### src/rtl/lcd_pkg.sv
// lcd_pkg: shared constants, state encodings and helpers for the HD44780
// character-LCD driver (lcd_ctrl and its write sequencer lcd_write_seq).
//
// Build option:
//   LCD_CTRL_CURSOR_EN  when defined, the display-control command written during
//                       initialisation turns the cursor and blink on (0x0F);
//                       otherwise the display is on with cursor and blink off (0x0C).
package lcd_pkg;

  // HD44780 commands used by this driver
  localparam logic [7:0] FUNC_SET_8B2L = 8'h38; // 8-bit bus, 2 lines, 5x8 font
  localparam logic [7:0] DISP_ON       = 8'h0C; // display on, cursor off, blink off
  localparam logic [7:0] DISP_ON_CUR   = 8'h0F; // display on, cursor on, blink on
  localparam logic [7:0] CLEAR         = 8'h01; // clear display (long execution time)
  localparam logic [7:0] ENTRY_INC     = 8'h06; // increment address, no shift
  localparam logic [7:0] DDRAM_L1      = 8'h80; // DDRAM address 0x00 (line 1)
  localparam logic [7:0] DDRAM_L2      = 8'hC0; // DDRAM address 0x40 (line 2)

`ifdef LCD_CTRL_CURSOR_EN
  localparam logic [7:0] DISP_CTRL = DISP_ON_CUR;
`else
  localparam logic [7:0] DISP_CTRL = DISP_ON;
`endif

  // Number of commands in the power-up initialisation sequence
  localparam int unsigned INIT_LEN = 6;

  // Top FSM state encoding
  typedef logic [2:0] top_state_t;
  localparam top_state_t ST_POWERUP   = 3'd0;
  localparam top_state_t ST_INIT      = 3'd1;
  localparam top_state_t ST_LINE_ADDR = 3'd2;
  localparam top_state_t ST_FETCH     = 3'd3;
  localparam top_state_t ST_CHAR      = 3'd4;
  localparam top_state_t ST_FRAME_END = 3'd5;

  // Write-sequencer state encoding
  typedef logic [1:0] wr_state_t;
  localparam wr_state_t WS_IDLE   = 2'd0;
  localparam wr_state_t WS_SETUP  = 2'd1;
  localparam wr_state_t WS_E_HIGH = 2'd2;
  localparam wr_state_t WS_WAIT   = 2'd3;

  // Observability bundle exported by the top level
  typedef struct packed {
    top_state_t top_state;
    wr_state_t  wr_state;
    logic [2:0] init_idx;
    logic [4:0] pos;
    logic [7:0] data;
  } lcd_dbg_t;

  // Counter width able to hold 0..max_val (never less than one bit)
  function automatic int unsigned cnt_width(input int unsigned max_val);
    return $clog2(max_val + 2);
  endfunction

  // Command issued at a given step of the initialisation sequence
  function automatic logic [7:0] init_cmd(input logic [2:0] idx);
    logic [7:0] cmd;
    case (idx)
      3'd3:    cmd = DISP_CTRL;
      3'd4:    cmd = CLEAR;
      3'd5:    cmd = ENTRY_INC;
      default: cmd = FUNC_SET_8B2L;
    endcase
    return cmd;
  endfunction

endpackage

### src/rtl/lcd_write_seq.sv
// lcd_write_seq: one timed HD44780 write transaction.
// A transaction drives RS/DB for SETUP_CYC cycles with E low, raises E for
// max(E_HIGH_CYC,1) cycles, then holds E low for the post-E wait (CMD_WAIT_CYC,
// or CLEAR_WAIT_CYC when long_wait_i was set at start). RS/DB only change when
// a transaction is started.
//
// Handshake: start_i is a single-cycle request carrying rs_i/data_i/long_wait_i.
// It is accepted when the sequencer is idle or in the cycle done_o is high, so a
// back-to-back request issued in the done cycle starts with no idle gap. done_o
// is high during the last cycle of a transaction.
//
// Ports:
//   clk_i, rst_i            clock, synchronous active-high reset
//   start_i, rs_i, data_i,  transaction request and its payload
//   long_wait_i
//   lcd_e_o, lcd_rs_o,      registered panel strobe / register select / data
//   lcd_db_o
//   done_o                  last cycle of the current transaction
//   state_o                 current sequencer state (debug)
module lcd_write_seq
  import lcd_pkg::*;
#(
  parameter int unsigned SETUP_CYC      = 2,
  parameter int unsigned E_HIGH_CYC     = 12,
  parameter int unsigned CMD_WAIT_CYC   = 2000,
  parameter int unsigned CLEAR_WAIT_CYC = 82000
) (
  input  logic       clk_i,
  input  logic       rst_i,
  input  logic       start_i,
  input  logic       rs_i,
  input  logic [7:0] data_i,
  input  logic       long_wait_i,
  output logic       lcd_e_o,
  output logic       lcd_rs_o,
  output logic [7:0] lcd_db_o,
  output logic       done_o,
  output wr_state_t  state_o
);

  localparam int unsigned EH    = (E_HIGH_CYC == 0) ? 1 : E_HIGH_CYC;
  localparam int unsigned MAX_A = (SETUP_CYC > EH) ? SETUP_CYC : EH;
  localparam int unsigned MAX_B = (CMD_WAIT_CYC > CLEAR_WAIT_CYC) ? CMD_WAIT_CYC : CLEAR_WAIT_CYC;
  localparam int unsigned MAXC  = (MAX_A > MAX_B) ? MAX_A : MAX_B;
  localparam int unsigned CW    = cnt_width(MAXC);

  // Terminal counts; a zero-length phase is skipped so its value is never used
  localparam logic [CW-1:0] SETUP_LAST = CW'(SETUP_CYC - 1);
  localparam logic [CW-1:0] EH_LAST    = CW'(EH - 1);
  localparam logic [CW-1:0] CMD_LAST   = CW'(CMD_WAIT_CYC - 1);
  localparam logic [CW-1:0] CLEAR_LAST = CW'(CLEAR_WAIT_CYC - 1);

  wr_state_t     state_q, state_d;
  logic [CW-1:0] cnt_q, cnt_d;
  logic          rs_q, rs_d;
  logic [7:0]    db_q, db_d;
  logic          long_q, long_d;
  logic          e_q;
  logic [CW-1:0] wait_last;
  logic          wait_zero;

  always_comb begin
    state_d   = state_q;
    cnt_d     = cnt_q;
    rs_d      = rs_q;
    db_d      = db_q;
    long_d    = long_q;
    done_o    = 1'b0;
    wait_last = long_q ? CLEAR_LAST : CMD_LAST;
    wait_zero = long_q ? (CLEAR_WAIT_CYC == 0) : (CMD_WAIT_CYC == 0);

    case (state_q)
      WS_SETUP: begin
        if (cnt_q == SETUP_LAST) begin
          state_d = WS_E_HIGH;
          cnt_d   = '0;
        end else begin
          cnt_d = cnt_q + 1'b1;
        end
      end
      WS_E_HIGH: begin
        if (cnt_q == EH_LAST) begin
          cnt_d = '0;
          if (wait_zero) begin
            done_o  = 1'b1;
            state_d = WS_IDLE;
          end else begin
            state_d = WS_WAIT;
          end
        end else begin
          cnt_d = cnt_q + 1'b1;
        end
      end
      WS_WAIT: begin
        if (cnt_q == wait_last) begin
          done_o  = 1'b1;
          state_d = WS_IDLE;
          cnt_d   = '0;
        end else begin
          cnt_d = cnt_q + 1'b1;
        end
      end
      default: ;
    endcase

    // A new request overrides the return to idle
    if (start_i) begin
      rs_d    = rs_i;
      db_d    = data_i;
      long_d  = long_wait_i;
      cnt_d   = '0;
      state_d = (SETUP_CYC == 0) ? WS_E_HIGH : WS_SETUP;
    end
  end

  always_ff @(posedge clk_i) begin
    if (rst_i) begin
      state_q <= WS_IDLE;
      cnt_q   <= '0;
      rs_q    <= 1'b0;
      db_q    <= 8'h00;
      long_q  <= 1'b0;
      e_q     <= 1'b0;
    end else begin
      state_q <= state_d;
      cnt_q   <= cnt_d;
      rs_q    <= rs_d;
      db_q    <= db_d;
      long_q  <= long_d;
      // E is a flop so the panel never sees decode glitches
      e_q     <= (state_d == WS_E_HIGH);
    end
  end

  assign lcd_e_o  = e_q;
  assign lcd_rs_o = rs_q;
  assign lcd_db_o = db_q;
  assign state_o  = state_q;

endmodule

### src/rtl/lcd_ctrl.sv
// lcd_ctrl: HD44780 character-LCD driver fed from a 32-character buffer memory.
// After POWERUP_CYC idle cycles it writes the initialisation sequence, then
// refreshes the panel forever: 0x80, characters 0-15, 0xC0, characters 16-31,
// one FRAME_DONE pulse, repeat. Each character is fetched by driving ADDR and
// capturing lcd_bus at the end of the second fetch cycle.
//
// Build option: LCD_CTRL_CURSOR_EN selects the cursor/blink-on display-control
// command (see lcd_pkg).
//
// Ports:
//   CLK, RST        clock, synchronous active-high reset
//   ADDR            registered character index into the buffer memory
//   lcd_bus         byte returned by the buffer memory
//   LCD_DB, LCD_RS, LCD_RW, LCD_E   panel bus (RW is tied low)
//   READY           high once initialisation has completed
//   FRAME_DONE      one-cycle pulse after the 32nd character of a frame
//   dbg_o           internal state bundle (debug)
module lcd_ctrl
  import lcd_pkg::*;
#(
  parameter int unsigned POWERUP_CYC    = 750000,
  parameter int unsigned SETUP_CYC      = 2,
  parameter int unsigned E_HIGH_CYC     = 12,
  parameter int unsigned CMD_WAIT_CYC   = 2000,
  parameter int unsigned CLEAR_WAIT_CYC = 82000
) (
  input  logic       CLK,
  input  logic       RST,
  output logic [4:0] ADDR,
  input  logic [7:0] lcd_bus,
  output logic [7:0] LCD_DB,
  output logic       LCD_RS,
  output logic       LCD_RW,
  output logic       LCD_E,
  output logic       READY,
  output logic       FRAME_DONE,
  output lcd_dbg_t   dbg_o
);

  localparam int unsigned   PW        = cnt_width(POWERUP_CYC);
  localparam logic [PW-1:0] PU_LAST   = PW'(POWERUP_CYC - 1);
  localparam logic [2:0]    INIT_LAST = 3'(INIT_LEN - 1);

  top_state_t    state_q, state_d;
  logic [PW-1:0] pu_cnt_q, pu_cnt_d;
  logic [2:0]    idx_q, idx_d;
  logic [4:0]    pos_q, pos_d;
  logic [4:0]    addr_q, addr_d;
  logic [7:0]    data_q, data_d;
  logic          fetch_ph_q, fetch_ph_d;
  logic          ready_q, ready_d;
  logic          frame_done_q, frame_done_d;

  logic          wr_start, wr_rs, wr_long, wr_done;
  logic [7:0]    wr_data;
  logic [2:0]    next_idx;
  logic [4:0]    pos_inc;
  logic          pu_done;
  wr_state_t     wr_state;

  assign next_idx = idx_q + 3'd1;
  assign pos_inc  = pos_q + 5'd1;
  assign pu_done  = (POWERUP_CYC == 0) || (pu_cnt_q == PU_LAST);

  // Every transition into a write issues the request in the same cycle, so the
  // next transaction starts right after the previous one's wait ends.
  always_comb begin
    state_d      = state_q;
    pu_cnt_d     = pu_cnt_q;
    idx_d        = idx_q;
    pos_d        = pos_q;
    addr_d       = addr_q;
    data_d       = data_q;
    fetch_ph_d   = fetch_ph_q;
    ready_d      = ready_q;
    frame_done_d = 1'b0;
    wr_start     = 1'b0;
    wr_rs        = 1'b0;
    wr_long      = 1'b0;
    wr_data      = 8'h00;

    case (state_q)
      ST_POWERUP: begin
        if (pu_done) begin
          state_d  = ST_INIT;
          idx_d    = 3'd0;
          wr_start = 1'b1;
          wr_data  = init_cmd(3'd0);
          wr_long  = (wr_data == CLEAR);
        end else begin
          pu_cnt_d = pu_cnt_q + 1'b1;
        end
      end
      ST_INIT: begin
        if (wr_done) begin
          wr_start = 1'b1;
          if (idx_q == INIT_LAST) begin
            ready_d = 1'b1;
            state_d = ST_LINE_ADDR;
            wr_data = DDRAM_L1;
          end else begin
            idx_d   = next_idx;
            wr_data = init_cmd(next_idx);
            wr_long = (wr_data == CLEAR);
          end
        end
      end
      ST_LINE_ADDR: begin
        if (wr_done) begin
          state_d    = ST_FETCH;
          addr_d     = pos_q;
          fetch_ph_d = 1'b0;
        end
      end
      ST_FETCH: begin
        if (!fetch_ph_q) begin
          fetch_ph_d = 1'b1;
        end else begin
          // Second fetch cycle: the memory byte is valid now
          data_d   = lcd_bus;
          state_d  = ST_CHAR;
          wr_start = 1'b1;
          wr_rs    = 1'b1;
          wr_data  = lcd_bus;
        end
      end
      ST_CHAR: begin
        if (wr_done) begin
          pos_d = pos_inc;
          if (pos_q == 5'd15) begin
            state_d  = ST_LINE_ADDR;
            wr_start = 1'b1;
            wr_data  = DDRAM_L2;
          end else if (pos_q == 5'd31) begin
            state_d      = ST_FRAME_END;
            frame_done_d = 1'b1;
          end else begin
            state_d    = ST_FETCH;
            addr_d     = pos_inc;
            fetch_ph_d = 1'b0;
          end
        end
      end
      ST_FRAME_END: begin
        state_d  = ST_LINE_ADDR;
        wr_start = 1'b1;
        wr_data  = DDRAM_L1;
      end
      default: begin
        state_d = ST_POWERUP;
      end
    endcase
  end

  always_ff @(posedge CLK) begin
    if (RST) begin
      state_q      <= ST_POWERUP;
      pu_cnt_q     <= '0;
      idx_q        <= 3'd0;
      pos_q        <= 5'd0;
      addr_q       <= 5'd0;
      data_q       <= 8'h00;
      fetch_ph_q   <= 1'b0;
      ready_q      <= 1'b0;
      frame_done_q <= 1'b0;
    end else begin
      state_q      <= state_d;
      pu_cnt_q     <= pu_cnt_d;
      idx_q        <= idx_d;
      pos_q        <= pos_d;
      addr_q       <= addr_d;
      data_q       <= data_d;
      fetch_ph_q   <= fetch_ph_d;
      ready_q      <= ready_d;
      frame_done_q <= frame_done_d;
    end
  end

  lcd_write_seq #(
    .SETUP_CYC      (SETUP_CYC),
    .E_HIGH_CYC     (E_HIGH_CYC),
    .CMD_WAIT_CYC   (CMD_WAIT_CYC),
    .CLEAR_WAIT_CYC (CLEAR_WAIT_CYC)
  ) u_write_seq (
    .clk_i       (CLK),
    .rst_i       (RST),
    .start_i     (wr_start),
    .rs_i        (wr_rs),
    .data_i      (wr_data),
    .long_wait_i (wr_long),
    .lcd_e_o     (LCD_E),
    .lcd_rs_o    (LCD_RS),
    .lcd_db_o    (LCD_DB),
    .done_o      (wr_done),
    .state_o     (wr_state)
  );

  assign ADDR       = addr_q;
  assign LCD_RW     = 1'b0;
  assign READY      = ready_q;
  assign FRAME_DONE = frame_done_q;

  assign dbg_o.top_state = state_q;
  assign dbg_o.wr_state  = wr_state;
  assign dbg_o.init_idx  = idx_q;
  assign dbg_o.pos       = pos_q;
  assign dbg_o.data      = data_q;

endmodule

### config.mk
export PLATFORM = sky130hd
export DESIGN_NAME = lcd_ctrl
export DESIGN_NICKNAME = d
export VERILOG_FILES = /design/src/rtl/lcd_pkg.sv /design/src/rtl/lcd_write_seq.sv /design/src/rtl/lcd_ctrl.sv
export SDC_FILE = /design/constraint.sdc
export NUM_CORES = 1
export LEC_CHECK = 0
export BUFFER_PORTS_ARGS = -buffer_cell sky130_fd_sc_hd__clkbuf_2
export CAP_MARGIN = 20
export CORE_MARGIN = 5
export CORE_UTILIZATION = 40
export DETAILED_ROUTE_END_ITERATION = 8
export RECOVER_POWER = 50
export SKIP_LAST_GASP = 1
export SLEW_MARGIN = 20
export SYNTH_ARGS = -nofsm -noshare
export SYNTH_HDL_FRONTEND = slang
export SYNTH_SLANG_ARGS = --single-unit
### constraint.sdc
create_clock -name CLK -period 1.96 [get_ports CLK]
set_input_delay 0.098 -clock CLK [delete_from_list [all_inputs] [get_ports CLK]]
set_output_delay 0.098 -clock CLK [all_outputs]
set_load 0.05 [all_outputs]
[Word level (Yosys, flattened, before mapping)]
Index checks and enable logic that the tools add are counted.
Operators by class
  $add $sub $neg: 4
  eq/ne operators: 29
  mux-type cells: 57
  bitwise operators: 3
  reduce and logical (&&, ||, !) cells: 15
Operators with widths (number)
  $mux W17: 4
  $mux W8: 8
  $pmux W17 S3: 1
  $pmux W8 S5: 1
  $mux W3: 11
  $add A20 B1 Y20 const B: 1
  $eq A20 B20 Y1 const B: 1
  $mux W5: 4
  $pmux W3 S6: 1
  $pmux W6 S3: 1
  $add A17 B1 Y17 const B: 1
  $eq A17 B1 Y1 const B: 1
  $eq A17 B17 Y1: 1
  $eq A17 B4 Y1 const B: 1
  $mux W1: 16
  $eq A3 B3 Y1 const B: 5
  $ne A2 B2 Y1 const B: 6
  $pmux W5 S2: 1
  $reduce_and A5 Y1: 2
  $eq A3 B2 Y1 const B: 3
  $eq A8 B1 Y1 const B: 1
  $mux W2: 4
  $eq A2 B2 Y1 const B: 3
  $mux W6: 1
  other kinds (21): 29
Word-level totals
  register bits after elaboration: 77
  input bits: 10
  output and inout port bits: 39

[Logic depth before layout (Yosys ltp)]
Gate-level depths: netlist of run 1.
  depth in word-level cells: 10
  depth in mapped cells: 9
  gate-level depth less buffers: 8

[Cells and area by module]
A second synthesis of run 1 with hierarchy kept.
Unflattened totals
  cell total of the unflattened synthesis: 466
  area, all modules: 3837.4 µm²
By module, submodules not included
  lcd_ctrl: instances 1, cells each 306, area each 2437.3 µm²
  lcd_write_seq: instances 1, cells each 160, area each 1400.1 µm²

[Worst setup path before layout of run 1]
OpenSTA, ideal clock, no wires.
  kind: flip-flop to flip-flop
  start point: register pos_q[0]
  end point: register u_write_seq.db_q[2] (netlist: u_write_seq.lcd_db_o[2])
  data arrival time: 2.206 ns
  path slack: -0.380 ns
  stages on the path, launching flop included: 10
  buffers on the path: 1
  period minus slack after synthesis: 2.340 ns
  path through: dfxtp_1 > ha_1 > and3_1 > ha_1 > nand3b_1 > a21oi_1 > nand4_1 > nand3_2 > buf_4 > o22ai_1
Between the ends
  longest elaborated chain between the ends: 4
RTL lines
  from (decl): RTL line lcd_ctrl.sv:47  | logic [4:0] pos_q, pos_d;
  from (signal assigned): RTL line lcd_ctrl.sv:170  | pos_q <= pos_d;
  $eq A5 B4 Y1: RTL line lcd_ctrl.sv:130  | if (pos_q == 5'd15) begin
  $mux W1: RTL line lcd_ctrl.sv:130
  $mux W1: RTL line lcd_ctrl.sv:128  | if (wr_done) begin
  $pmux W1 S5: RTL line lcd_ctrl.sv:82  | case (state_q)
  to (signal assigned): RTL line lcd_write_seq.sv:121  | db_q <= 8'h00;
  to (signal assigned): RTL line lcd_write_seq.sv:128  | db_q <= db_d;
  to (decl): RTL line lcd_write_seq.sv:56  | logic [7:0] db_q, db_d;
Every way passes these cells.
A chain may end at the register's enable or synchronous reset.

[Worst setup path in the final report of run 1]
  start point: register u_write_seq.cnt_q[7]
  end point: register u_write_seq.cnt_q[15]
Between the ends
  longest elaborated chain between the ends: 6
RTL lines
  from (decl): RTL line lcd_write_seq.sv:54  | logic [CW-1:0] cnt_q, cnt_d;
  from (signal assigned): RTL line lcd_write_seq.sv:126  | cnt_q <= cnt_d;
  parallel branches: the longest is 6 deep, another holds $add A17 B1 Y17
Several ways; the timed one is not identified.

==> metrics.md, run 1 <==
| Metric | Value |
|---|---|
| WP data arrival | `about 2300 ps` |
| Fmax | `481.5 MHz` |
| Syn nets | `about 500` |
| Initial antenna violation count | `0` |
| Row cnt | `36` |
| DP Worst Slack | `-158.3 ps` |
| Worst hold path class | `primary input to flop` |
| HP Start | `lcd_bus[2]` |
| R2R depth | `7` |
| Startpoint types | `flop` |
| GPL Wtd Cong | `about 0.84` |
| Die W | `around 110 um` |
| Peak supply drop | `0.3716 mV` |
| LEAKAGE | `0.002211 uW` |
| Clock latency on the worst-skew pair | `350 ps` |
| Cells after DPL | `between 700 and 800` |
| Fin cells | `about 750` |
| Syn_area_per_cell | `8.444 um2` |
| Pins over their slew limit | `0` |
| Post-synthesis sequential area ratio | `38.60%` |
| Hold Path Stages | `3` |
| Final setup viols | `33` |
| Initial DRC count | `around 220` |
| Reg-to-Reg Start | `u_write_seq.cnt_q[7]` |
| FF-to-FF setup slack | `-120 ps` |
| Ratio of cells with drive above 1 in the final layout | `33.12%` |
| WP data required | `2210 ps` |
| Crit path time final | `slightly above 2000 ps` |
| Antenna viol nets, final | `0` |
| Asr flop ratio synth | `0%` |
| Yosys top cell by area | `dfxtp_1` |
| Area after DPL | `4923 um2` |
| Worst R2R End | `u_write_seq.cnt_q[15]` |
| Remaining DRCs | `0` |
| Synth top area share | `38.60%` |
| Finished Core Util | `58.15%` |
| Clock transition at the registers of the reported paths | `90 ps` |
| Antenna cells | `0` |
| CTS Buf Count | `9` |
| Initial Utilization | `40.86%` |
| Layout area overhead | `42.32%` |
| Global-route wire length before repair | `18.34 mm` |
| Cell area after synthesis | `3994 um2` |
| MaxCap Viol Count | `0` |
| Die area | `12,080 um2` |
| Top cells by area, synth | `dfxtp_1 (39%), a21oi_1 (4.9%), nand2_1 (4.2%)` |
| IO Port Bufs | `47` |
| Via density | `5.386` |
| GRT overflow | `0` |
| Status | `finished with violations` |
| Final Cycle Share | `106.0%` |
| Vias in the first global route | `3,714` |
| Sink Count | `77` |
| Final setup margin | `-116.8 ps` |
| TritonCTS clock tree | `built` |
| Failing checks | `setup timing` |
| Via count | `4,050` |
| Final Hold Viols | `0` |
| Boundary Pins | `49` |
| Ys Warns | `0` |
| Relative slew slack | `58.07%` |
| WL/cell | `15.66 um` |
| Post-synth EDFFs | `0` |
| Overall routing resource usage | `19.40%` |
| Final instance area | `5684 um2` |
| Max Clock Skew | `around 10 ps` |
| Seq cells post-synth | `77` |
| Post-Synthesis Cells | `473` |
| Setup CP Type | `flop to flop` |
| DRT Pass-1 Iters | `5` |
| Pwr Density | `585.6 nW/um2` |
| Largest net degree at the start of global routing | `38` |
| RSZ-0062 raised after global routing | `yes` |
| Least-Margin Pin Slew | `631.6 ps` |
| Worst hold endpoint | `data_q[2]` |
| H-tree lvl count | `3` |
| Die height | `109.9 um` |
| Count of nets after finishing | `636` |
| Main synth FF type | `dfxtp_1` |
| CTS root buf | `clkbuf_8` |
| Routed WL | `roughly 12 mm` |
| Largest fanout on the critical path | `7` |
| DP Wirelength | `7.832 mm` |
| Synth cell types | `62` |
| Placeable Area | `9774 um2` |
| CTS max path bufs | `2` |
| CP endpoint kind | `flop` |
cell type report:
| cell class | count | area [um2] |
|---|---|---|
| Multi-Input combinational cell | 351 | 2525 |
| Tap cell | 133 | 166.4 |
| Clock buffer | 11 | 152.6 |
| Inverter | 22 | 82.58 |
| Sequential cell | 77 | 1559 |
| Clock inverter | 5 | 81.33 |
| Timing Repair Buffer | 153 | 1117 |
| Fill cell | 898 | 4090 |
Yosys cell counts (all sizes together), types with 2 or more instances:
library cell,number
o22ai,5
inv,22
nor2,32
nor3,20
xor2,15
o21a,4
a21oi,39
nor2b,2
a21o,6
a41oi,2
a31oi,5
clkbuf,15
a31o,3
nand2b,2
and3,11
a2bb2oi,3
or2,2
ha,12
o21ai,20
nand2,46
o211ai,3
buf,9
nor4,6
a221oi,3
xnor2,9
o31ai,9
and4,7
and2,5
nand3,15
or3,12
nand4,15
or4,9
nand3b,2
mux2i,8
dfxtp,77
worst max-delay path: stages, from the launching register on:
cell and delay, ps:
dfxtp_2 330, or4_4 570, buf_6 140, nor4_4 220, nand4_1 230, a21boi_2 220, buf_4 190, nor3_1 70
placed cells by master, fill, tap and decap left out, types with 4 or more instances in the layout:
master,netlist,layout
xnor2_1,9,9
clkbuf_2,0,14
and3_1,10,9
or3_1,12,11
nor3_2,0,10
nand4_1,15,15
inv_1,22,22
buf_4,5,88
dlygate4sd3_1,0,5
nor2_1,32,29
nor3_1,20,8
clkbuf_1,15,34
buf_6,2,8
dfxtp_1,77,67
or4_1,7,4
a21oi_1,39,32
o21a_1,4,4
or4_4,2,5
nand2_1,45,45
o21ai_0,20,17
dfxtp_2,0,8
a21o_1,6,6
nand3_1,14,11
and2_1,5,4
xor2_1,15,15
clkbuf_8,0,9
a21oi_2,0,7
o31ai_1,9,8
ha_1,12,9
mux2i_1,8,8
routing by layer:
metal / vias up / wire (um) / GRT usage, %
met4: 0 / 176 / 7.124
met5: - / 0 / 0
met2: 117 / 5482 / 30.50
met1: 1922 / 5492 / 25.98
met3: 14 / 624 / 4.287
li1: 1997 / - / -
how the worst max path moves through the flow:
stage,slack [ps],end,cells past startpoint,start
after global routing,-240,u_write_seq.cnt_q[15],7,u_write_seq.cnt_q[7]
final,-120,u_write_seq.cnt_q[15],7,u_write_seq.cnt_q[7]
after detailed placement,-160,u_write_seq.lcd_db_o[3],7,u_write_seq.cnt_q[12]
after CTS,-40,u_write_seq.cnt_q[14],7,u_write_seq.cnt_q[7]
after floorplan,2,u_write_seq.cnt_q[10],6,u_write_seq.cnt_q[14]
after global placement,-140,u_write_seq.lcd_db_o[3],7,u_write_seq.cnt_q[12]
metrics by stage:
stage          setup TNS (ps)  total power (uW)  hold WS [ps]
6_report                -2244              3329         10.54
5_1_grt                 -6703              3473         5.333
4_1_cts                -661.5              3310         2.147
3_5_place_dp            -5198              1849         341.9
3_3_place_gp            -3780              1844         336.4
2_1_floorplan               0              1753         234.0
registers in the layout (all words and copies together), names as in the netlist:
name and flops:
data_q 8, idx_q 3, state_q 3, u_write_seq.lcd_db_o 8
u_write_seq.long_q 1, u_write_seq.state_o 2, READY 1, pos_q 5
u_write_seq.lcd_rs_o 1, fetch_ph_q 1, pu_cnt_q 20, ADDR 5
u_write_seq.cnt_q 17, u_write_seq.lcd_e_o 1, FRAME_DONE 1
kinds of logic after synthesis:
family	after synthesis	synth area share, %
AND/OR/NAND/NOR	192	26.63
flip-flops	77	38.60
buffers and inverters	46	5.232
adder cells (fa/ha/maj)	12	3.759
AO/OA/AOI/OAI	112	18.14
XOR/XNOR	24	5.263
multiplexers	9	2.287
other	1	0.09389
timing repair:
action	4_1_cts	5_1_grt
setup endpoints to repair	52	53
buffers inserted	8	11
gates cloned	3	1
resized for setup	39	30
pin swaps	15	13
endpoints found under the hold margin	5	0
hold buffers	5	0
where the power goes:
part	internal (uW)	switching (uW)	leakage, uW
combinational	143	162	0.00147
clock	796	636	0.000115
sequential	1580	15.5	0.000626
(Power assumes the default switching activity.)
==> inputs of run 2 (changes only) <==
--- a/config.mk
+++ b/config.mk
@@ -9,6 +9,7 @@
 export CAP_MARGIN = 20
 export CORE_MARGIN = 5
 export CORE_UTILIZATION = 40
+export CTS_BUF_LIST = sky130_fd_sc_hd__clkbuf_8 sky130_fd_sc_hd__clkbuf_16
 export DETAILED_ROUTE_END_ITERATION = 8
 export RECOVER_POWER = 50
 export SKIP_LAST_GASP = 1
==> metrics.md, run 2 (synthesized netlist as in run 1, its figures left out) <==
| Metric | Value |
|---|---|
| Die area | `12,080 um2 (unchanged)` |
| WL/cell | `15.66 um (about the same)` |
| HP Start | `lcd_bus[2]` |
| Count of nets after finishing | `636 (unchanged)` |
| Least-Margin Pin Slew | `631.1 ps (-0.5218 ps)` |
| Final Hold Viols | `0 (unchanged)` |
| Worst hold path class | `primary input to flop` |
| RSZ-0062 raised after global routing | `yes` |
| Via count | `4,057 (+0.17%)` |
| Fmax | `481.4 MHz (about the same)` |
| CP top delay family | `simple AND/OR/NAND/NOR gates` |
| Overall routing resource usage | `19.40% (unchanged)` |
| Fillers | `898 (unchanged)` |
| Largest regs | `pu_cnt_q x20, u_write_seq.cnt_q x17` |
| Max Clock Skew | `9.863 ps (-0.4429 ps)` |
| Remaining DRCs | `0 (unchanged)` |
| Biggest register | `pu_cnt_q` |
| Pwr Density | `585.9 nW/um2 (about the same)` |
| Crit path time final | `2077 ps (+0.3570 ps)` |
| Die W | `109.9 um (unchanged)` |
| DP Wirelength | `7.832 mm (unchanged)` |
| Clock transition at the registers of the reported paths | `90 ps (about the same)` |
| Startpoint types | `flop` |
| WP data required | `2210 ps (about the same)` |
| LEAKAGE | `0.002216 uW (+0.19%)` |
| Vias in the first global route | `3,714 (unchanged)` |
| Antenna cells | `0 (unchanged)` |
| Antenna viol nets, final | `0 (unchanged)` |
| Max FFs per register | `20 (unchanged)` |
| CTS max path bufs | `2 (unchanged)` |
| Commonest non-fill, non-tap cell in the layout | `buf_4` |
| Crit path launch | `u_write_seq.cnt_q[7]` |
| Final TNS setup | `-2220 ps (+23.80 ps)` |
| Global-route wire length before repair | `18.34 mm (unchanged)` |
| Layout area overhead | `42.32% (unchanged)` |
| Initial Utilization | `40.86% (unchanged)` |
| Sink Count | `77 (unchanged)` |
| CTS root buf | `clkbuf_8` |
| Final setup viols | `33 (unchanged)` |
| Row cnt | `36 (unchanged)` |
| Most frequent cells in the layout | `buf_4 (88), dfxtp_1 (67), nand2_1 (45), clkbuf_1 (33), a21oi_1 (32)` |
| GRT overflow | `0 (unchanged)` |
| TritonCTS clock tree | `built` |
| Boundary Pins | `49 (unchanged)` |
| Finished Core Util | `58.15% (unchanged)` |
| CTS Buf Count | `9 (unchanged)` |
| Buffers and inverters on the worst path | `2 (unchanged)` |
| Area after DPL | `4923 um2 (unchanged)` |
| Tot Pwr | `3331 uW (about the same)` |
| Routed WL | `11.78 mm (about the same)` |
| Initial antenna violation count | `0 (unchanged)` |
| H-tree lvl count | `3 (unchanged)` |
| Initial DRC count | `224 (unchanged)` |
| Die height | `109.9 um (unchanged)` |
| Reg-to-Reg Start | `u_write_seq.cnt_q[7]` |
| WP data arrival | `2330 ps (about the same)` |
| Final Cycle Share | `106.0% (about the same)` |
| Largest fanout on the critical path | `7 (unchanged)` |
| Pins over their slew limit | `0 (unchanged)` |
| Placeable Area | `9774 um2 (unchanged)` |
| Slowest stage cell on the critical path | `or4_4` |
| Clock latency on the worst-skew pair | `360 ps (about the same)` |
| DRT Pass-1 Iters | `5 (unchanged)` |
| GPL Wtd Cong | `0.8417 (unchanged)` |
| Ratio of cells with drive above 1 in the final layout | `33.12% (unchanged)` |
| CP peak stage delay | `570 ps (about the same)` |
| Final instance area | `5684 um2 (unchanged)` |
| MaxCap Viol Count | `0 (unchanged)` |
| Relative slew slack | `58.11% (about the same)` |
| Via density | `5.395 (+0.17%)` |
| Final setup margin | `-117.2 ps (-0.3570 ps)` |
| Peak supply drop | `0.3748 mV (+0.86%)` |
| Status | `finished with violations` |
| Setup CP Type | `flop to flop` |
| Largest net degree at the start of global routing | `38 (unchanged)` |
| IO Port Bufs | `47 (unchanged)` |
| Failing checks | `setup timing` |
| Crit path cell chain | `or4_4 -> buf_6 -> nor4_4 -> nand4_1 -> a21boi_2 -> buf_4 -> nor3_1` |
| CP endpoint kind | `flop` |
## run 2: report_power, final
part	internal [uW]	leakage, uW	switching [uW]
Sequential	1580	0.000626	15.5
Clock	791	0.000119	644
Combinational	143	0.00147	161
## run 2: layer usage
layer	global-route usage, %	wire length [um]	part of all wire, %	vias to the layer above
li1	-	-	-	2001
met1	25.98	5545	47	1931
met2	30.50	5443	46	105
met3	4.287	564	4.8	20
met4	7.124	226	1.9	0
met5	0	0	0	-
## run 2: path summary, 6_finish.rpt
kind | cells past startpoint | end | slack (ps)
hold reg to reg | 2 | data_q[2] | 460
setup / recovery | 7 | u_write_seq.cnt_q[15] | -120
hold / removal | 3 | data_q[2] | 7
setup reg to reg | 7 | u_write_seq.cnt_q[15] | -120
## run 2: metrics by stage
stage,setup WS (ps),hold WS (ps),instances
detailed placement,-158.3,341.9,708
floorplan,2.322,234.0,473
CTS,-43.32,1.832,740
finish,-117.2,7.136,752
global route,-243.1,5.170,752
global placement,-139.6,336.4,708
## run 2: layout make-up
| class | count | area (um2) | share of cell area (%) |
|---|---|---|---|
| Clock buffer | 10 | 148.9 | 2.619 |
| Clock inverter | 6 | 85.08 | 1.497 |
| Inverter | 22 | 82.58 | 1.453 |
| Multi-Input combinational cell | 351 | 2525 | 44.42 |
| Sequential cell | 77 | 1559 | 27.43 |
| Tap cell | 133 | 166.4 | 2.928 |
| Timing Repair Buffer | 153 | 1117 | 19.66 |
## run 2: worst register-to-register path, stage by stage (launching register included)
cell      delay, ps
dfxtp_2         330
or4_4           570
buf_6           140
nor4_4          220
nand4_1         230
a21boi_2        220
buf_4           190
nor3_1           70
## run 2: timing repair
| action | CTS | global route |
|---|---|---|
| pin swaps | 15 | 13 |
| gates cloned | 3 | 1 |
| endpoints found under the hold margin | 5 | 0 |
| gates resized for setup | 39 | 30 |
| hold buffers | 5 | 0 |
| setup endpoints to repair | 52 | 53 |
| setup buffers | 8 | 11 |
==> inputs of run 3 (changes only) <==
--- a/config.mk
+++ b/config.mk
@@ -5,8 +5,10 @@
 export SDC_FILE = /design/constraint.sdc
 export NUM_CORES = 1
 export LEC_CHECK = 0
+export ABC_AREA = 1
 export BUFFER_PORTS_ARGS = -buffer_cell sky130_fd_sc_hd__clkbuf_2
 export CAP_MARGIN = 20
+export CORE_ASPECT_RATIO = 0.9
 export CORE_MARGIN = 5
 export CORE_UTILIZATION = 40
 export CTS_BUF_LIST = sky130_fd_sc_hd__clkbuf_8 sky130_fd_sc_hd__clkbuf_16
==> metrics.md, run 3 <==
| Metric | Value |
|---|---|
| Status | `finished, final reports clean` |
| DRT Pass-1 Iters | `5 (unchanged)` |
| Vias in the first global route | `4,027 (+8.4%)` |
| CP top delay family | `simple AND/OR/NAND/NOR gates` |
| Crit path cell chain | `ha_1 -> nand3_1 -> inv_1 -> nand3_1 -> nor2_2 -> nand2_1 -> nand2_1 -> nand4_1 -> nand3_4 -> nor2_1` |
| Row cnt | `35 (-2.8%)` |
| Yosys top cell by area | `dfxtp_1` |
| R2R depth | `10 (+3)` |
| Placeable Area | `10,250 um2 (+4.8%)` |
| Remaining DRCs | `0 (unchanged)` |
| Biggest register | `pu_cnt_q` |
| Asr flop ratio synth | `0% (unchanged)` |
| Syn_area_per_cell | `6.811 um2 (-19%)` |
| HP Start | `lcd_bus[6]` |
| Max Clock Skew | `9.329 ps (-0.5344 ps)` |
| Final Cycle Share | `93.97% (-12 points)` |
| Initial antenna violation count | `0 (unchanged)` |
| Sink Count | `77 (unchanged)` |
| CTS root buf | `clkbuf_16` |
| Worst R2R End | `u_write_seq.cnt_q[14]` |
| Post-synth top cells | `nand2_1 (154), dfxtp_1 (77), inv_1 (72), nor2_1 (69), a21oi_1 (45)` |
| Syn nets | `640 (+29%)` |
| Pins over their slew limit | `0 (unchanged)` |
| Fillers | `1,066 (+19%)` |
| CTS Buf Count | `9 (unchanged)` |
| FF-to-FF setup slack | `120 ps (+240 ps)` |
| GRT overflow | `0 (unchanged)` |
| Initial DRC count | `243 (+8.5%)` |
| Finished Core Util | `50.17% (-8.0 points)` |
| Post-synth EDFFs | `0 (unchanged)` |
| Crit path time final | `1842 ps (-235.3 ps)` |
| Commonest non-fill, non-tap cell in the layout | `nand2_1` |
| Fmax | `542.9 MHz (+13%)` |
| Synth top area share | `36.62% (-2.0 points)` |
| WL/cell | `12.66 um (-19%)` |
| Top cells by area, synth | `dfxtp_1 (37%), nand2_1 (14%), inv_1 (6.4%)` |
| MaxCap Viol Count | `0 (unchanged)` |
| WP data arrival | `2060 ps (-270 ps)` |
| Most frequent cells in the layout | `nand2_1 (153), dfxtp_1 (71), inv_1 (71), nor2_1 (67), a21oi_1 (44)` |
| Clock transition at the registers of the reported paths | `70 ps (-20 ps)` |
| Cell area after synthesis | `4209 um2 (+5.4%)` |
| Die W | `118.1 um (+7.5%)` |
| Multi-input logic area | `2333 um2 (-7.6%)` |
| Largest net degree at the start of global routing | `43 (+13%)` |
| Antenna viol nets, final | `0 (unchanged)` |
| Setup CP Type | `flop to flop` |
| Die area | `12,680 um2 (+4.9%)` |
| Peak supply drop | `0.4528 mV (+21%)` |
| Boundary Pins | `49 (unchanged)` |
| Overall routing resource usage | `17.27% (-2.1 points)` |
| Hold Path Stages | `3 (unchanged)` |
| Synth cell types | `37 (-40%)` |
| Final setup viols | `0 (-100%)` |
| Main synth FF type | `dfxtp_1` |
| Via count | `4,132 (+1.8%)` |
| CTS max path bufs | `2 (unchanged)` |
| LEAKAGE | `0.002142 uW (-3.3%)` |
| Ys Warns | `0 (unchanged)` |
| Largest regs | `pu_cnt_q x20, u_write_seq.cnt_q x17` |
| GPL Wtd Cong | `0.8855 (+5.2%)` |
| Slowest stage cell on the critical path | `dfxtp_1` |
| Initial Utilization | `41.07% (+0.21 points)` |
| Ratio of cells with drive above 1 in the final layout | `17.42% (-16 points)` |
| Least-Margin Pin Slew | `619.9 ps (-11.17 ps)` |
| DP Wirelength | `8.081 mm (+3.2%)` |
| Seq cells post-synth | `77 (unchanged)` |
| FF+latch area | `1554 um2 (-0.32%)` |
| Final TNS setup | `0 ps (+2220 ps)` |
| Startpoint types | `flop` |
| Pwr Density | `842.5 nW/um2 (+44%)` |
| Post-Synthesis Cells | `618 (+31%)` |
| Antenna cells | `0 (unchanged)` |
| Reg-to-Reg Start | `u_write_seq.cnt_q[0]` |
| TritonCTS clock tree | `built` |
| Routed WL | `10.65 mm (-9.6%)` |
| WP data required | `2180 ps (-30 ps)` |
| Layout area overhead | `22.15%` |
| CP endpoint kind | `flop` |
| Max FFs per register | `20 (unchanged)` |
| Final Hold Viols | `0 (unchanged)` |
| CP peak stage delay | `330 ps (-240 ps)` |
| Count of nets after finishing | `729 (+15%)` |
| Post-synthesis sequential area ratio | `36.62% (-2.0 points)` |
| Relative slew slack | `58.85% (+0.74 points)` |
| Buffers and inverters on the worst path | `1 (-1)` |
| Via density | `4.913 (-8.9%)` |
| Worst hold path class | `primary input to flop` |
| Worst hold endpoint | `data_q[6]` |
| Count leader, synth | `nand2_1` |
| Die height | `107.3 um (-2.4%)` |
| IO Port Bufs | `47 (unchanged)` |
| Global-route wire length before repair | `18.47 mm (+0.71%)` |
| H-tree lvl count | `3 (unchanged)` |
| Largest fanout on the critical path | `11 (+4)` |
| Clock latency on the worst-skew pair | `330 ps (-30 ps)` |
[run 3: how the worst max path moves through the flow]
| stage | start | endpoint | slack (ps) | cells after the start |
|---|---|---|---|---|
| after CTS | pu_cnt_q[1] | idx_q[0] | 80 | 11 |
| final | u_write_seq.cnt_q[0] | u_write_seq.cnt_q[14] | 120 | 10 |
| after global placement | pos_q[0] | u_write_seq.cnt_q[14] | -220 | 11 |
| after floorplan | pos_q[0] | u_write_seq.lcd_db_o[0] | 50 | 12 |
| after global routing | pos_q[0] | u_write_seq.lcd_db_o[5] | -10 | 13 |
| after detailed placement | pos_q[0] | u_write_seq.cnt_q[14] | -320 | 11 |
[run 3: timing repair]
action | 4_1_cts | 5_1_grt
setup buffers | 2 | 4
pin swaps | 1 | 3
cloned | 0 | 0
endpoints found under the setup margin | 18 | 27
hold buffers | 0 | 0
resized for setup | 1 | 15
[run 3: worst register-to-register path: cells and delay by family, from the launching register on]
kind	cells	cell delay, ps
and+or+nand+nor	8	1090
DFF	1	330
adders and majority gates	1	210
buffers and inverters	1	90
[run 3: where the power goes]
group	leakage (uW)	switching (uW)	total, uW	internal (uW)
Combinational	0.00138	754	1080	331
Clock	0.000133	705	1580	873
Sequential	0.000624	56.0	1670	1610
[run 3: layout make-up]
type | instances | area share [%]
multi-input cells | 449 | 45.39
flip-flops and latches | 77 | 30.23
repair buffers | 90 | 9.954
inverters | 80 | 5.841
clock buffers | 9 | 4.381
well taps | 129 | 3.139
clock inverters | 7 | 1.071
[run 3: cells by family (layout without fill, tap and decap cells)]
kind of cell	count (synthesis)	in the layout	share of synthesized area, %
buffers and inverters	92	186	8.799
AOI/OAI and AO/OA	74	74	9.572
DFF	77	77	36.62
other	1	1	0.08909
and+or+nand+nor	338	338	36.36
xor gates and xnor gates	24	24	4.994
adders and majority gates	12	12	3.567
[run 3: stage by stage]
step	hold WS, ps	cell area [um2]	power [uW]	worst slack, ps	std cells
global placement	375.7	4823	2717	-219.8	819
finish	29.07	5141	4332	118.1	841
global route	51.03	5141	4571	-11.75	841
detailed placement	384.8	4823	2732	-321.2	819
floorplan	267.6	4219	2425	52.22	618
CTS	22.06	5126	4330	78.42	837
[run 3: metal layers]
layer / share of wire (%) / GRT usage (%)
met1: 49 / 22.65
met2: 45 / 28.35
met3: 4.5 / 4.046
met4: 0.67 / 5.078
met5: 0 / 0
